`src/rtl/vm_pkg.sv`:
```
// Shared types and helpers for the parametrised voting machine.
package vm_pkg;

   typedef enum logic [1:0] {StIdle, StArmed, StAck} vm_state_e;

   localparam int unsigned VM_DEF_CNT_W  = 8;
   localparam int unsigned VM_DEF_N_CAND = 4;

   // Callers zero-extend their press vector to 16 bits (max candidate count).
   function automatic logic onehot_chk(input logic [15:0] vec);
      int unsigned ones;
      ones = 0;
      for (int i = 0; i < 16; i++) begin
         ones += {31'd0, vec[i]};
      end
      return (ones == 1);
   endfunction

endpackage

```
`src/rtl/vm_button_sync.sv`:
```
// One raw button -> 2-flop synchroniser, optional debounce (VM_DEBOUNCE_EN), rising-edge pulse.
module vm_button_sync #(
   parameter int unsigned DEB_CYCLES = 16
) (
   input  logic clk_i,
   input  logic rst_i,
   input  logic btn_i,
   output logic press_o
);

   logic [1:0] sync_q;
   logic       level;
   logic       prev_q;

   if (DEB_CYCLES < 1) begin : g_bad_deb
      $error("DEB_CYCLES must be at least 1");
   end

   always_ff @(posedge clk_i or posedge rst_i) begin
      if (rst_i) begin
         sync_q <= '0;
      end else begin
         sync_q <= {sync_q[0], btn_i};
      end
   end

`ifdef VM_DEBOUNCE_EN
   localparam int unsigned CntW = $clog2(DEB_CYCLES + 1);

   logic [CntW-1:0] cnt_q;
   logic            filt_q;

   // Filtered level follows the synchroniser only after DEB_CYCLES stable samples.
   always_ff @(posedge clk_i or posedge rst_i) begin
      if (rst_i) begin
         cnt_q  <= '0;
         filt_q <= 1'b0;
      end else if (sync_q[1] == filt_q) begin
         cnt_q <= '0;
      end else if (cnt_q == CntW'(DEB_CYCLES - 1)) begin
         cnt_q  <= '0;
         filt_q <= sync_q[1];
      end else begin
         cnt_q <= cnt_q + 1'b1;
      end
   end

   assign level = filt_q;
`else
   assign level = sync_q[1];
`endif

   always_ff @(posedge clk_i or posedge rst_i) begin
      if (rst_i) begin
         prev_q <= 1'b0;
      end else begin
         prev_q <= level;
      end
   end

   assign press_o = level & ~prev_q;

endmodule

```
`src/rtl/param_voting_machine.sv`:
```
// Parametrised voting machine: armed one-ballot FSM, saturating tallies, winner/tie and display.
// Build option: define VM_DEBOUNCE_EN to insert a DEB_CYCLES debounce filter per button.
module param_voting_machine
   import vm_pkg::*;
#(
   parameter int unsigned N_CAND     = VM_DEF_N_CAND,
   parameter int unsigned CNT_W      = VM_DEF_CNT_W,
   parameter int unsigned SEL_W      = $clog2(N_CAND),
   parameter int unsigned DEB_CYCLES = 16
) (
   input  logic              clk,
   input  logic              reset,
   input  logic              mode,
   input  logic              voter_arm,
   input  logic [N_CAND-1:0] button,
   input  logic [SEL_W-1:0]  sel,
   output logic              armed,
   output logic              vote_ack,
   output logic              vote_err,
   output logic [CNT_W-1:0]  disp,
   output logic [SEL_W-1:0]  winner,
   output logic              tie,
   output logic              sat
);

   if (N_CAND < 2 || N_CAND > 16) begin : g_bad_ncand
      $error("N_CAND must be in 2..16");
   end

   logic [N_CAND-1:0] press;
   vm_state_e         state_q, state_d;
   logic              inc_en;
   logic              err_d, err_q;
   logic [CNT_W-1:0]  tally_q [N_CAND];
   logic              sat_q;
   logic [CNT_W-1:0]  disp_d, disp_q;
   logic [SEL_W-1:0]  winner_d, winner_q;
   logic              tie_d, tie_q;

   for (genvar i = 0; i < N_CAND; i++) begin : g_btn
      vm_button_sync #(
         .DEB_CYCLES(DEB_CYCLES)
      ) u_sync (
         .clk_i  (clk),
         .rst_i  (reset),
         .btn_i  (button[i]),
         .press_o(press[i])
      );
   end

   always_comb begin
      state_d = state_q;
      inc_en  = 1'b0;
      err_d   = 1'b0;
      case (state_q)
         StIdle: begin
            if (voter_arm && !mode) state_d = StArmed;
         end
         StArmed: begin
            if (mode) begin
               state_d = StIdle;
            end else if (onehot_chk(16'(press))) begin
               state_d = StAck;
               inc_en  = 1'b1;
            end else if (press != '0) begin
               err_d = 1'b1;
            end
         end
         StAck:   state_d = StIdle;
         default: state_d = StIdle;
      endcase
   end

   always_ff @(posedge clk or posedge reset) begin
      if (reset) begin
         state_q <= StIdle;
         err_q   <= 1'b0;
      end else begin
         state_q <= state_d;
         err_q   <= err_d;
      end
   end

   // A vote on a full tally is still accepted but only raises the sticky flag.
   always_ff @(posedge clk or posedge reset) begin
      if (reset) begin
         for (int i = 0; i < N_CAND; i++) tally_q[i] <= '0;
         sat_q <= 1'b0;
      end else if (inc_en) begin
         for (int i = 0; i < N_CAND; i++) begin
            if (press[i]) begin
               if (tally_q[i] == {CNT_W{1'b1}}) sat_q <= 1'b1;
               else tally_q[i] <= tally_q[i] + 1'b1;
            end
         end
      end
   end

   // Strict greater-than keeps the lowest index on ties.
   always_comb begin
      logic [CNT_W-1:0] best;
      int unsigned      n_best;
      best     = tally_q[0];
      winner_d = '0;
      for (int i = 1; i < N_CAND; i++) begin
         if (tally_q[i] > best) begin
            best     = tally_q[i];
            winner_d = SEL_W'(i);
         end
      end
      n_best = 0;
      for (int i = 0; i < N_CAND; i++) begin
         if (tally_q[i] == best) n_best++;
      end
      tie_d = (best != '0) && (n_best >= 2);
   end

   // Out-of-range sel matches no candidate and leaves the display at zero.
   always_comb begin
      disp_d = '0;
      for (int i = 0; i < N_CAND; i++) begin
         if (mode && sel == SEL_W'(i)) disp_d = tally_q[i];
      end
   end

   always_ff @(posedge clk or posedge reset) begin
      if (reset) begin
         disp_q   <= '0;
         winner_q <= '0;
         tie_q    <= 1'b0;
      end else begin
         disp_q   <= disp_d;
         winner_q <= winner_d;
         tie_q    <= tie_d;
      end
   end

   assign armed    = (state_q == StArmed);
   assign vote_ack = (state_q == StAck);
   assign vote_err = err_q;
   assign disp     = disp_q;
   assign winner   = winner_q;
   assign tie      = tie_q;
   assign sat      = sat_q;

endmodule

```
`config.mk`:
```
export PLATFORM = sky130hd
export DESIGN_NAME = param_voting_machine
export DESIGN_NICKNAME = d
export VERILOG_FILES = /design/src/rtl/vm_pkg.sv /design/src/rtl/vm_button_sync.sv /design/src/rtl/param_voting_machine.sv
export SDC_FILE = /design/constraint.sdc
export NUM_CORES = 1
export LEC_CHECK = 0
export ABC_AREA = 1
export CAP_MARGIN = 20
export CELL_PAD_IN_SITES_DETAIL_PLACEMENT = 0
export CELL_PAD_IN_SITES_GLOBAL_PLACEMENT = 1
export CORE_MARGIN = 2
export CORE_UTILIZATION = 45
export DETAILED_ROUTE_END_ITERATION = 6
export PLACE_DENSITY = 0.82
export SYNTH_ARGS = -nofsm -noshare
export SYNTH_HDL_FRONTEND = slang
export SYNTH_HIERARCHICAL = 1
export SYNTH_SLANG_ARGS = --single-unit
```
`constraint.sdc`:
```
create_clock -name clk -period 6.8 [get_ports clk]
set_input_delay 0.68 -clock clk [delete_from_list [all_inputs] [get_ports clk]]
set_output_delay 0.68 -clock clk [all_outputs]
set_load 0.005 [all_outputs]
```
==> results of run 1 <==
-- cells in the mapped netlist, types with 6 or more instances --
library cell  count
o22ai_1           8
nor2_2            8
nand4_1           6
nand3_1          66
o21ai_0          19
nand2_2          16
ha_1             32
nor4_1            8
nor3_1           12
dfrtp_1          59
inv_1            90
nor2_1           43
nand2_1         130
xor2_1           44
a21oi_1           9
-- registers in the layout, indices dropped and copies added, names as in the netlist --
| name | flops |
|---|---|
| disp | 8 |
| g_btn.u_sync/prev_q | 4 |
| g_btn.u_sync/sync_q | 8 |
| sat | 1 |
| state_q | 2 |
| tally_q | 32 |
| tie | 1 |
| vote_err | 1 |
| winner | 2 |
-- layout make-up --
type / count / area [um^2]
Multi-Input combinational cell: 423 / 2490
Clock buffer: 9 / 124
Clock inverter: 7 / 83.8
Sequential cell: 59 / 1480
Inverter: 91 / 342
Fill cell: 913 / 4280
Timing Repair Buffer: 33 / 328
Tap cell: 129 / 161
-- per-stage QoR --
| stage | area (um^2) | utilization | hold WS [ns] | power, mW | cells |
|---|---|---|---|---|---|
| after global placement | 4710 | 0.508 | 0.334 | 0.957 | 730 |
| after floorplan | 4330 | - | 0.331 | 0.819 | 581 |
| after global routing | 5000 | 0.539 | 0.375 | 1.44 | 751 |
| after detailed placement | 4710 | 0.508 | 0.339 | 0.968 | 730 |
| after CTS | 4920 | 0.530 | 0.360 | 1.32 | 746 |
| final | 5000 | 0.539 | 0.356 | 1.33 | 751 |
-- critical path: cells and delay by family (launching register included) --
kind	cells	cell delay, ns
adders and majority gates	5	1.27
AOI/OAI and AO/OA	4	0.41
buffers and inverters	7	0.92
and+or+nand+nor	25	2.70
DFF	1	0.42
xor gates and xnor gates	2	0.34
-- report_power, final --
| group | total [mW] | switching [mW] | leakage [nW] | internal (mW) |
|---|---|---|---|---|
| Clock | 0.357 | 0.181 | 0.103 | 0.176 |
| Combinational | 0.499 | 0.315 | 1.74 | 0.185 |
| Sequential | 0.469 | 0.0717 | 0.712 | 0.397 |
-- metal layers --
layer,GRT usage,wire length (um)
met5,0,0
met1,0.321,5270
met4,0.0851,252
met3,0.0472,560
met2,0.393,5400
-- final timing paths --
kind	end	slack, ns	startpoint
min reg2reg	g_btn[3].u_sync/sync_q[1]	0.36	g_btn[3].u_sync/sync_q[0]
max in group asynchronous	tally_q[1]	5.54	reset
max reg2reg	tie	0.61	tally_q[29]
min in group asynchronous	g_btn[0].u_sync/prev_q	0.61	reset
max	tie	0.61	tally_q[29]
min	g_btn[3].u_sync/sync_q[1]	0.36	g_btn[3].u_sync/sync_q[0]
-- cells by family after synthesis --
group	after synthesis
AOI/OAI and AO/OA	48
adders and majority gates	33
buffers and inverters	99
DFF	59
xor gates and xnor gates	44
and+or+nand+nor	298
-- repair_timing --
action	CTS	global route
hold buffers	0	0
setup endpoints to repair	0	1
setup buffers	0	4
resized for setup	0	8
-- cell usage in the layout (no fill, tap or decap), drive strengths merged, types with 2 or more instances in the layout --
cell type      count
dfrtp             59
nand2            149
xor2              44
nor2              52
nand3b             2
buf                9
a21oi             10
clkdlybuf4s50     24
ha                32
nor4               8
clkbuf             9
o22ai              8
a21o               2
nand4              7
inv               95
nor3              13
nand3             67
o21ai             22
==> flow_metrics.tcl, run 1 <==
set metrics [dict create \
    outcome "finished, final reports clean" \
    async_flop_share 1.00 \
    area_delta_synth_final_pct 15.6 \
    synth-edff-count 0 \
    routed_wl_mm 11.5 \
    synthMuxAreaShare 0 \
    synth_seq_area_share 0.341 \
    dieWidth_um 102 \
    initial_core_util 0.466 \
    reg2reg_depth 43 \
    cp_slowest_stage_delay_ns 0.42 \
    period_needed_ns 6.19 \
    cp-start-kind "flop" \
    syn-instance-count 581 \
    grt_first_pass_wirelength_mm 19.1 \
    synth_top_family_by_area "simple AND/OR/NAND/NOR gates" \
    clk_path_buf_depth 2 \
    h-tree-depth 3 \
    synth_simple_gate_area_frac 0.320 \
    post-dp-hpwl_mm 8.84 \
    fmax_mhz 162 \
    num_vias 3870 \
    cts_buffers 9 \
    required_ns 7.06 \
    leakage_nw 2.55 \
    core_area_um2 9280 \
    cts_tree "built" \
    critPathMaxFanout 16 \
    dieArea_um2 10400 \
    clk_pin_slew_worst_paths_ns 0.09 \
    tightest_slew_ns 0.773 \
    hold_viol 0 \
    yosys.area_share.xor_xnor 0.0891 \
    fp-row-count 35 \
    synth_top_area_frac 0.341 \
    setup_viol 0 \
    ir_worst_vdd_mv 0.173 \
    synth_top_cells_by_area "dfrtp_1 34%, nand2_1 11%, ha_1 9.3%, xor2_1 8.9%, inv_1 7.8%" \
    grt_usage 0.241 \
    worstSetupPathType "reg2reg" \
    yosys_warnings 6 \
    slew_viol_final 0 \
    grt_setup_unrepaired "false" \
    yosysUniqueCellTypes 37 \
    period_share 0.910 \
    grt_max_degree 48 \
    n_antenna_cell 0 \
    avgSynthCellArea_um2 7.44 \
    yosys_register_bits 59 \
    cp_slowest_cell "dfrtp_1" \
    finClkSkew_ns 0.00946 \
    setup_tns_ns 0 \
    ys.flop_type "dfrtp_1" \
    syn-num-nets 624 \
    vias_per_cell 5.15 \
    routabilityCongestion 0.930 \
    p_per_area_nw_per_um2 265 \
    synth_fa_ha_area_frac 0.0972 \
    cap_violations 0 \
    preCtsSetupSlack_ns 0.274 \
    overflow 0 \
    drcViolationCount 0 \
    min_path_type "reg2reg" \
    io_buffer_count 24 \
    drtPass1Iterations 4 \
    num_io_pins 25 \
    antenna_left 0 \
    die_h_um 102 \
    wl_per_cell_um 15.3 \
    cts_sinks 59 \
    synth_area_leader_cell "dfrtp_1" \
    fin_nets 660 \
    synth_area_um2 4330 \
    final_layout_size_suffix_gt1_frac 0.0997 \
    dr.first_iter.drc_count 238 \
    clkLatencyLatePin_ns 0.36 \
    worstPathArrival_ns 6.45 \
    holdPathStages 0 \
    timing.slew.headroom 0.480 \
    finalWorstSetupSlack_ns 0.613 \
    end_kind "flop" \
    crit_path_frequent_cell "nand2_1" \
    cts_root_buf "clkbuf_8" \
    antenna_found_initial 0 \
    grt_pass1_vias 3747 \
    synth_compound_area_frac 0.0636 \
]
Power figures use the tool's default switching activity.
==> run 2: changes to the inputs <==
--- a/config.mk
+++ b/config.mk
@@ -6,14 +6,17 @@
 export NUM_CORES = 1
 export LEC_CHECK = 0
 export ABC_AREA = 1
+export ABC_CLOCK_PERIOD_IN_PS = 6800
 export CAP_MARGIN = 20
 export CELL_PAD_IN_SITES_DETAIL_PLACEMENT = 0
 export CELL_PAD_IN_SITES_GLOBAL_PLACEMENT = 1
 export CORE_MARGIN = 2
 export CORE_UTILIZATION = 45
+export CTS_CLUSTER_SIZE = 8
 export DETAILED_ROUTE_END_ITERATION = 6
 export PLACE_DENSITY = 0.82
 export SYNTH_ARGS = -nofsm -noshare
 export SYNTH_HDL_FRONTEND = slang
 export SYNTH_HIERARCHICAL = 1
 export SYNTH_SLANG_ARGS = --single-unit
+export TNS_END_PERCENT = 100
==> results of run 2 <==
No change in the layout: final DEF, timing and power equal those of run 1.
==> run 3: changes to the inputs <==
--- a/config.mk
+++ b/config.mk
@@ -14,6 +14,8 @@
 export CORE_UTILIZATION = 45
 export CTS_CLUSTER_SIZE = 8
 export DETAILED_ROUTE_END_ITERATION = 6
+export GPL_ROUTABILITY_DRIVEN = 0
+export HOLD_SLACK_MARGIN = 0.15
 export PLACE_DENSITY = 0.82
 export SYNTH_ARGS = -nofsm -noshare
 export SYNTH_HDL_FRONTEND = slang
==> flow_metrics.tcl, run 3 (synthesis results as in run 1) <==
set metrics [dict create \
    vias_per_cell 5.16 \
    timing.slew.headroom 0.472 \
    fp-row-count 35 \
    cts_root_buf "clkbuf_8" \
    grt_pass1_vias 3717 \
    core_area_um2 9280 \
    dieArea_um2 10400 \
    cap_violations 0 \
    power_mw 1.34 \
    regArea_um2 1480 \
    period_share 0.911 \
    hold_end "g_btn[1].u_sync/sync_q[1]" \
    switchingPower_mw 0.545 \
    die_h_um 102 \
    tightest_slew_ns 0.786 \
    io_buffer_count 24 \
    cp-start-kind "flop" \
    cp_slowest_stage_delay_ns 0.42 \
    routed_wl_mm 11.2 \
    p_int_mw 0.791 \
    rr_startpoint "tally_q[29]" \
    rr_endpoint "tie" \
    cp_slowest_cell "dfrtp_1" \
    leakage_nw 2.54 \
    ir_worst_vdd_mv 0.168 \
    setup_tns_ns 0 \
    setup_viol 0 \
    clk_path_buf_depth 2 \
    finalWorstSetupSlack_ns 0.604 \
    grt_setup_unrepaired "false" \
    h-tree-depth 3 \
    post-dp-hpwl_mm 8.85 \
    dr.first_iter.drc_count 151 \
    drcViolationCount 0 \
    period_needed_ns 6.20 \
    grt_first_pass_wirelength_mm 18.7 \
    clk_pin_slew_worst_paths_ns 0.07 \
    num_io_pins 25 \
    fin_nets 656 \
    nFillCells 924 \
    wl_met2_mm 5.17 \
    min_path_type "reg2reg" \
    crit_path_frequent_cell "nand2_1" \
    outcome "finished, final reports clean" \
    final_layout_size_suffix_gt1_frac 0.0955 \
    p_per_area_nw_per_um2 268 \
    grt_usage 0.236 \
    wl_met3_um 533 \
    min-delay-start "g_btn[1].u_sync/sync_q[0]" \
    worstSetupPathType "reg2reg" \
    fmax_mhz 161 \
    overflow 0 \
    antenna_found_initial 0 \
    initial_core_util 0.466 \
    layout_common_cells "130 x nand2_1, 89 x inv_1, 66 x nand3_1, 57 x dfrtp_1, 44 x xor2_1" \
    critPathMaxFanout 26 \
    hold_viol 0 \
    reg2reg_depth 41 \
    highest_layer "met4" \
    multi_input_comb_area_um2 2490 \
    largest_reg_flops 32 \
    cts_buffers 9 \
    n_antenna_cell 0 \
    swShare 0.408 \
    p_clk_frac 0.277 \
    worstPathArrival_ns 6.43 \
    pwr-share-seq 0.354 \
    finClkSkew_ns 0.00885 \
    cts_tree "built" \
    rrSetupSlack_ns 0.60 \
    antenna_left 0 \
    num_vias 3854 \
    cts_sinks 59 \
    dieWidth_um 102 \
    wl_per_cell_um 15.0 \
    layout_commonest_cell "nand2_1" \
    slew_viol_final 0 \
    end_kind "flop" \
    wl_met1_mm 5.24 \
    pwr-share-comb 0.370 \
    required_ns 7.03 \
    drtPass1Iterations 5 \
    area_delta_synth_final_pct 15.4 \
    largest-register "tally_q" \
    clkLatencyLatePin_ns 0.35 \
    holdPathStages 0 \
    preCtsSetupSlack_ns 0.264 \
    grt_max_degree 48 \
]
[run 3: changes by cell type in the layout (fill, tap and decap cells not counted)]
cell | previous run | this run
buf_4 | 7 | 3
buf_6 | 0 | 1
buf_8 | 1 | 0
bufinv_16 | 1 | 2
clkinv_2 | 0 | 1
dfrtp_1 | 58 | 57
dfrtp_2 | 1 | 2
inv_6 | 3 | 2
inv_8 | 1 | 0
nand2_4 | 2 | 1
nand2_8 | 1 | 2
o21ai_0 | 17 | 16
o21ai_1 | 5 | 6
[run 3: worst max path at each step]
stage,start,endpoint,slack [ns],cells after the start
CTS,tally_q[25],tie,0.24,42
floorplan,tally_q[30],tie,0.78,44
global route,tally_q[25],tie,0.01,42
finish,tally_q[29],tie,0.60,41
global placement,tally_q[30],tie,0.43,40
detailed placement,tally_q[25],tie,0.26,42
[run 3: stage by stage]
stage                     area, um^2  instances  hold slack (ns)   util
final                           4990        747            0.355  0.538
after global routing            4990        747            0.368  0.538
after CTS                       4940        746            0.359  0.532
after detailed placement        4710        730            0.336  0.508
after global placement          4710        730            0.333  0.508
after floorplan                 4330        581            0.331      -
[run 3: repair_timing]
item / 4_1_cts / 5_1_grt
hold buffers: 0 / 0
buffers inserted: 0 / 0
setup endpoints to repair: 0 / 1
gates resized for setup: 0 / 10
[run 3: layout make-up]
class / instances / share of cell area
Sequential cell: 59 / 0.296
Multi-Input combinational cell: 423 / 0.500
Clock inverter: 7 / 0.0198
Tap cell: 129 / 0.0323
Inverter: 91 / 0.0684
Clock buffer: 9 / 0.0248
Timing Repair Buffer: 29 / 0.0589
[run 3: power groups by stage]
stage	Clock, mW	Combinational, mW	Sequential (mW)
after floorplan	0	0.368	0.451
after global placement	0	0.482	0.476
after detailed placement	0	0.488	0.477
after CTS	0.377	0.493	0.471
after global routing	0.397	0.571	0.480
final	0.370	0.494	0.472
[run 3: critical path: cells and delay by family, from the launching register on]
kind,cells,cell delay [ns]
flip-flops,1,0.42
AO/OA/AOI/OAI,8,1.11
adder cells (fa/ha/maj),5,1.21
XOR/XNOR,2,0.33
AND/OR/NAND/NOR,20,2.31
buffers and inverters,6,0.69
[run 3: layer usage]
metal	global-route usage	up-vias
li1	-	1938
met1	0.325	1796
met4	0.0821	0
met2	0.376	101
met5	0	-
met3	0.0404	19
